==> config.mk <==
export PLATFORM = sky130hd
export DESIGN_NAME = shift_sub_divider
export DESIGN_NICKNAME = d
export VERILOG_FILES = /design/src/rtl/shift_sub_divider.sv
export SDC_FILE = /design/constraint.sdc
export NUM_CORES = 1
export LEC_CHECK = 0
export CORE_ASPECT_RATIO = 0.6
export CORE_MARGIN = 5
export CORE_UTILIZATION = 58
export CTS_CLUSTER_DIAMETER = 50
export DETAILED_ROUTE_END_ITERATION = 7
export HOLD_SLACK_MARGIN = 0.1
export MAX_ROUTING_LAYER = met4
export PLACE_DENSITY = 0.95
export RECOVER_POWER = 50
export SYNTH_ARGS = -nofsm -noshare
export SYNTH_HDL_FRONTEND = slang
export SYNTH_SLANG_ARGS = --single-unit
==> constraint.sdc <==
create_clock -name clk -period 3 [get_ports clk]
set_input_delay 0.6 -clock clk [delete_from_list [all_inputs] [get_ports clk]]
set_output_delay 0.6 -clock clk [all_outputs]
set_load 0.01 [all_outputs]
==> src/rtl/shift_sub_divider.sv <==
// shift_sub_divider: sequential restoring unsigned divider, one shift and one subtract cycle per quotient bit.
module shift_sub_divider #(
  parameter int N = 4
) (
  input  logic         clk,
  input  logic         n_reset,
  input  logic         start,
  input  logic [N-1:0] dividend,
  input  logic [N-1:0] divisor,
  output logic         busy,
  output logic         done,
  output logic [N-1:0] quotient,
  output logic [N-1:0] remainder,
  output logic         div_by_zero
);
  localparam int CW = $clog2(N);
  typedef enum logic [1:0] {IDLE, SHIFT, SUB, DONE} state_t;
  state_t state_q, state_d;
  logic [N:0]    rem_q, rem_d, trial;
  logic [N-1:0]  qw_q, qw_d, dvs_q, dvs_d, quo_q, quo_d, rmd_q, rmd_d;
  logic [CW-1:0] cnt_q, cnt_d;
  logic          dbz_q, dbz_d, ge;
  always_ff @(posedge clk or negedge n_reset) begin
    if (!n_reset) begin
      state_q <= IDLE;
      rem_q   <= '0;
      qw_q    <= '0;
      dvs_q   <= '0;
      cnt_q   <= '0;
      quo_q   <= '0;
      rmd_q   <= '0;
      dbz_q   <= 1'b0;
    end else begin
      state_q <= state_d;
      rem_q   <= rem_d;
      qw_q    <= qw_d;
      dvs_q   <= dvs_d;
      cnt_q   <= cnt_d;
      quo_q   <= quo_d;
      rmd_q   <= rmd_d;
      dbz_q   <= dbz_d;
    end
  end
  // rem stays below 2*divisor after a shift, so N+1 bits suffice for the trial subtract
  assign trial = rem_q - {1'b0, dvs_q};
  assign ge    = rem_q >= {1'b0, dvs_q};
  always_comb begin
    state_d = state_q;
    rem_d   = rem_q;
    qw_d    = qw_q;
    dvs_d   = dvs_q;
    cnt_d   = cnt_q;
    quo_d   = quo_q;
    rmd_d   = rmd_q;
    dbz_d   = dbz_q;
    case (state_q)
      IDLE: if (start) begin
        if (divisor == '0) begin
          quo_d   = '1;
          rmd_d   = dividend;
          dbz_d   = 1'b1;
          state_d = DONE;
        end else begin
          rem_d   = '0;
          qw_d    = dividend;
          dvs_d   = divisor;
          cnt_d   = '0;
          state_d = SHIFT;
        end
      end
      SHIFT: begin
        {rem_d, qw_d} = {rem_q[N-1:0], qw_q, 1'b0};
        state_d       = SUB;
      end
      SUB: begin
        rem_d = ge ? trial : rem_q;
        qw_d  = {qw_q[N-1:1], ge};
        if (cnt_q == CW'(N - 1)) begin
          quo_d   = qw_d;
          rmd_d   = rem_d[N-1:0];
          dbz_d   = 1'b0;
          state_d = DONE;
        end else begin
          cnt_d   = cnt_q + 1'b1;
          state_d = SHIFT;
        end
      end
      DONE: state_d = IDLE;
    endcase
  end
  assign busy        = (state_q == SHIFT) || (state_q == SUB);
  assign done        = state_q == DONE;
  assign quotient    = quo_q;
  assign remainder   = rmd_q;
  assign div_by_zero = dbz_q;
endmodule

# Word level (Yosys, flattened, before mapping)
# Index checks and enable logic that the tools add are counted.
[word_totals]
ff_bits = 26
elab_cells = 64
out_inout_bits = 11
[op_classes]
magnitude_cmp = 1
reduce_logical = 12
eq_ne = 10
bitwise = 2
addsub = 2
n_mux = 27
[ops]
columns = ["operator", "count"]
rows = [
  ["2-to-1 mux 4 bit", 8],
  ["case mux 4 bit (2 select lines)", 2],
  ["AND reduction 4 bit", 4],
  ["2-to-1 mux 5 bit", 3],
  ["case mux 5 bit (3 select lines)", 1],
  ["2-to-1 mux 2 bit", 6],
  ["!= test 2 bit, second input constant", 6],
  ["case mux 4 bit (3 select lines)", 1],
  ["case mux 2 bit (4 select lines)", 1],
  ["== test 2 bit, second input constant", 3],
  ["AND reduction 3 bit", 2],
  ["greater-or-equal comparator 5 x 4 -> 1 bit", 1],
  ["subtractor 5 x 4 -> 5 bit", 1],
  ["logical NOT 4 bit", 1],
  ["case mux 2 bit (2 select lines)", 1],
  ["nonzero test 2 bit", 2],
  ["2-to-1 mux 1 bit", 3],
  ["nonzero test 3 bit", 1],
  ["adder 2 x 1 -> 2 bit, second input constant", 1],
  ["== test 2 x 1 -> 1 bit, second input constant", 1],
  ["logical NOT 2 bit", 1],
  ["inverter 1 bit", 2],
  ["case mux 1 bit (2 select lines)", 1],
  ["logical OR 1 bit", 1],
]

# Depth between registers and ports, before layout
[logic_depth]
word_depth = 4
mapped_depth = 9
depth_no_buf = 9

# Worst setup path after synthesis
# No wires, ideal clock.
[synth_timing]
path_kind = "register to register"
from = "reg rem_q[1]"
to = "reg rmd_q[2] (netlist: remainder[2])"
period_less_slack_ns = 1.935
n_path_buf = 0
arrival_ns = 1.853
path_stages_with_launch = 7
setup_slack_ns = 1.065
setup_time_ns = 0.082
cell_sequence = "dfrtp_1 > ha_1 > nor2b_1 > o31ai_1 > and2b_4 > mux2_2 > a31oi_1"
[synth_via]
elab_chain_len = 4
word_cells_on_any_way = 5
[synth_lines]
columns = ["element", "line", "source"]
rows = [
  ["start: declaration", "19", "logic [N:0] rem_q, rem_d, trial;"],
  ["start signal: assignment", "35", "rem_q <= rem_d;"],
  ["subtractor 5 x 4 -> 5 bit or greater-or-equal comparator 5 x 4 -> 1 bit (tied branches)", "45, 46", ""],
  ["2-to-1 mux 5 bit (*)", "76", "rem_d = ge ? trial : rem_q;"],
  ["2-to-1 mux 4 bit (*)", "78", "if (cnt_q == CW'(N - 1)) begin"],
  ["case mux 4 bit (2 select lines) (*)", "56", "case (state_q)"],
  ["end signal: assignment", "40", "rmd_q <= rmd_d;"],
  ["end: declaration", "20", "logic [N-1:0] qw_q, qw_d, dvs_q, dvs_d, quo_q, quo_d, rmd_q, rmd_d;"],
]
# Mark *: on every way between the ends. The rest lies on a longest branch, timed or not. The select of a mux whose other input is x is not followed.
# A chain may end at the register's enable or synchronous reset.

# Final worst setup path
[layout_timing]
from = "reg state_q[1]"
to = "out busy"
[layout_via]
elab_chain_len = 2
word_cells_on_any_way = 3
[layout_lines]
columns = ["element", "line", "source"]
rows = [
  ["start: declaration", "18", "state_t state_q, state_d;"],
  ["start signal: assignment", "34", "state_q <= state_d;"],
  ["== test 2 x 1 -> 1 bit or == test 2 bit (tied branches)", "91", "assign busy = (state_q == SHIFT) || (state_q == SUB);"],
  ["logical OR 1 bit (*)", "91", ""],
  ["end: declaration", "10", "output logic busy,"],
]
# Mark *: on every way between the ends. The rest lies on a longest branch, timed or not.

==> flow_metrics.env <==
export IMPL_initial_core_util_pct=62.4
export IMPL_drtIter0Drc=110
export IMPL_drt_pass1_iter_count=5
export IMPL_ys_ff_latch=26
export IMPL_route_vias_total=1353
export IMPL_htreeDepth=1
export IMPL_syn_instance_count=172
export IMPL_power_density_cell_area_nw_per_um2=1230
export IMPL_ys_warn_count=0
export IMPL_yosys_cell_count_top_type="dfrtp_1"
export IMPL_ir_drop_v=0.000706
export IMPL_cts_tree="done"
export IMPL_grt_ovfl_total=0
export IMPL_grt_pass1_vias=1386
export IMPL_grt_pass1_wl_mm=6.72
export IMPL_crit_path_max_incr_delay_ns=0.62
export IMPL_area_growth_pct=17.1
export IMPL_setup_viol=0
export IMPL_row_count=14
export IMPL_pwr_share_comb_pct=61.4
export IMPL_synth_area_um2=1620
export IMPL_synth_common_cells="dfrtp_1 (26), nand2_1 (23), nor2_1 (14)"
export IMPL_synthArstFlopShare_pct=100
export IMPL_ctsHoldBuffers=0
export IMPL_finalHoldViolCount=0
export IMPL_cts_buffers=3
export IMPL_critPathRequiredTime_ns=2.40
export IMPL_worstPathCellList="inv_1, ha_1, clkdlybuf4s50_1"
export IMPL_ys_seq_area_share_pct=40.2
export IMPL_skew_ns=0.0103
export IMPL_p_switching_mw=1.06
export IMPL_fmax_mhz=386
export IMPL_syn_area_per_cell_um2=9.41
export IMPL_ant_nets=0
export IMPL_clk_pin_slew_ns=0.10
export IMPL_place_hpwl_mm=2.85
export IMPL_vias_per_cell=6.07
export IMPL_leakage_nw=0.796
export IMPL_cp_arrival_ns=1.99
export IMPL_clkPwrFrac_pct=12.7
export IMPL_min_period_over_period_pct=86.5
export IMPL_gp_congestion=0.880
export IMPL_coreArea_um2=2590
export IMPL_timing_final_crit_period_ns=2.59
export IMPL_wl_mm=3.95
export IMPL_ys_flop_type="dfrtp_1"
export IMPL_swShare_pct=45.6
export IMPL_worst_path_max_delay_cell="clkdlybuf4s50_1"
export IMPL_slew_headroom_pct=6.47
export IMPL_post_cts_setup_buffer_count=0
export IMPL_crit_type="flop to output pin"
export IMPL_layout_nets=213
export IMPL_synth_top_area_share_pct=40.2
export IMPL_final_layout_size_suffix_gt1_share_pct=8.90
export IMPL_status="finished clean"
export IMPL_synth_largest_area_cell="dfrtp_1"
export IMPL_fp_dieArea_um2=3980
export IMPL_tns_ns=0
export IMPL_synth_nets=193
export IMPL_start_kind="flop"
export IMPL_io_pins=22
export IMPL_n_antenna_cell=0
export IMPL_report_final_slew_viol_count=0
export IMPL_seq_power_share_pct=25.8
export IMPL_antenna_found_initial=0
export IMPL_portBuffers=21
export IMPL_hold_path_class="flop to flop"
export IMPL_maxCapViolCount=0
export IMPL_root_buffer="clkbuf_8"
export IMPL_avgRoutedWirePerCell_um=17.7
export IMPL_crit_path_end_kind="output pin"
export IMPL_synth_edf_count=0
export IMPL_die_height_um=50.9
export IMPL_yosys_top_cells_area="dfrtp_1 (40%), ha_1 (7.0%), nand2_1 (5.3%), o21ai_0 (4.0%), a31oi_1 (3.9%)"
export IMPL_drc=0
export IMPL_worst_slack_ns=0.406
export IMPL_cp_max_fo=13
export IMPL_tightest_slew_ns=1.40
export IMPL_track_usage_pct=22.2
export IMPL_clock_sinks=26
export IMPL_pre_cts_ws_ns=0.367
export IMPL_grt_max_degree=27
export IMPL_cts_repair_resized=0
export IMPL_clock_path_buffers=2
export IMPL_insertion_delay_ns=0.28
export IMPL_die_x_um=78.2
export IMPL_rsz0062_at_grt="false"
export IMPL_p_int_mw=1.27
export IMPL_ys_types=43
[stage by stage]
step	hold slack [ns]	power, mW	cell area, um2	instances	utilization, %
2_1_floorplan	0.304	1.65	1620	172	-
3_3_place_gp	0.477	1.94	1830	219	70.5
3_5_place_dp	0.483	2.00	1830	219	70.5
4_1_cts	0.505	2.32	1900	223	73.2
5_1_grt	0.544	2.52	1890	223	73.1
6_report	0.507	2.33	1890	223	73.1
[power by group through the flow]
stage / sequential, mW / combinational (mW) / clock, mW
final: 0.603 / 1.43 / 0.297
after global routing: 0.621 / 1.58 / 0.316
after CTS: 0.601 / 1.42 / 0.298
after detailed placement: 0.606 / 1.40 / 0
after global placement: 0.596 / 1.34 / 0
after floorplan: 0.596 / 1.05 / 0
[cells by family after synthesis]
family          Yosys count  synth area share (%)
mux                       7                  4.64
xor+xnor                  1                 0.541
fa+ha+maj                10                  8.20
simple gates             59                  18.9
compound gates           49                  21.3
buf+inv                  20                  6.26
flops                    26                  40.2
[layout by cell type, fill, tap and decap left out, types with 2 or more instances in the layout]
master / instances
clkdlybuf4s50_1: 17
nand2_1: 23
and2_1: 3
o21ai_0: 13
clkbuf_8: 3
mux2_2: 4
a21oi_1: 5
dlygate4sd3_1: 4
a32oi_1: 5
ha_1: 9
inv_1: 12
nor2_1: 14
o31ai_1: 4
nor2b_1: 8
nand2b_1: 2
dfrtp_1: 26
a22o_1: 2
mux2i_1: 3
a31oi_1: 10
[final timing paths]
kind | from | endpoint | slack (ns) | cells after the start
min reg2reg | rem_q[4] | rem_q[4] | 0.51 | 1
min in group asynchronous | n_reset | dvs_q[3] | 1.16 | 2
max in group asynchronous | n_reset | remainder[3] | 1.01 | 2
max | state_q[1] | busy | 0.41 | 3
min | rem_q[4] | rem_q[4] | 0.51 | 1
max reg2reg | rem_q[1] | rem_q[2] | 0.78 | 6
[registers in the layout (all words and copies together) (netlist names)]
| signal | cells |
|---|---|
| quotient | 4 |
| cnt_q | 2 |
| qw_q | 4 |
| rem_q | 5 |
| remainder | 4 |
| state_q | 2 |
| div_by_zero | 1 |
| dvs_q | 4 |
[per-layer routing]
layer	wire, um	GRT usage (%)	vias up	share of wire (%)
li1	-	-	645	-
met2	1820	35.7	60	46
met1	1760	27.8	637	45
met5	0	-	-	0
met4	69	6.40	0	1.7
met3	297	6.14	11	7.5
[cell type report]
cell class                      count  area (um2)
Clock inverter                      1        30.0
Sequential cell                    26         651
Tap cell                           32        40.0
Fill cell                         180         698
Clock buffer                        3        41.3
Timing Repair Buffer               23         221
Inverter                           12        45.0
Multi-Input combinational cell    126         866
[worst max-delay path: cells and delay by family, from the launching register on]
kind	cells	cell delay, ns
flops	1	0.43
fa+ha+maj	1	0.57
buf+inv	2	0.72
Power figures use the tool's default switching activity.
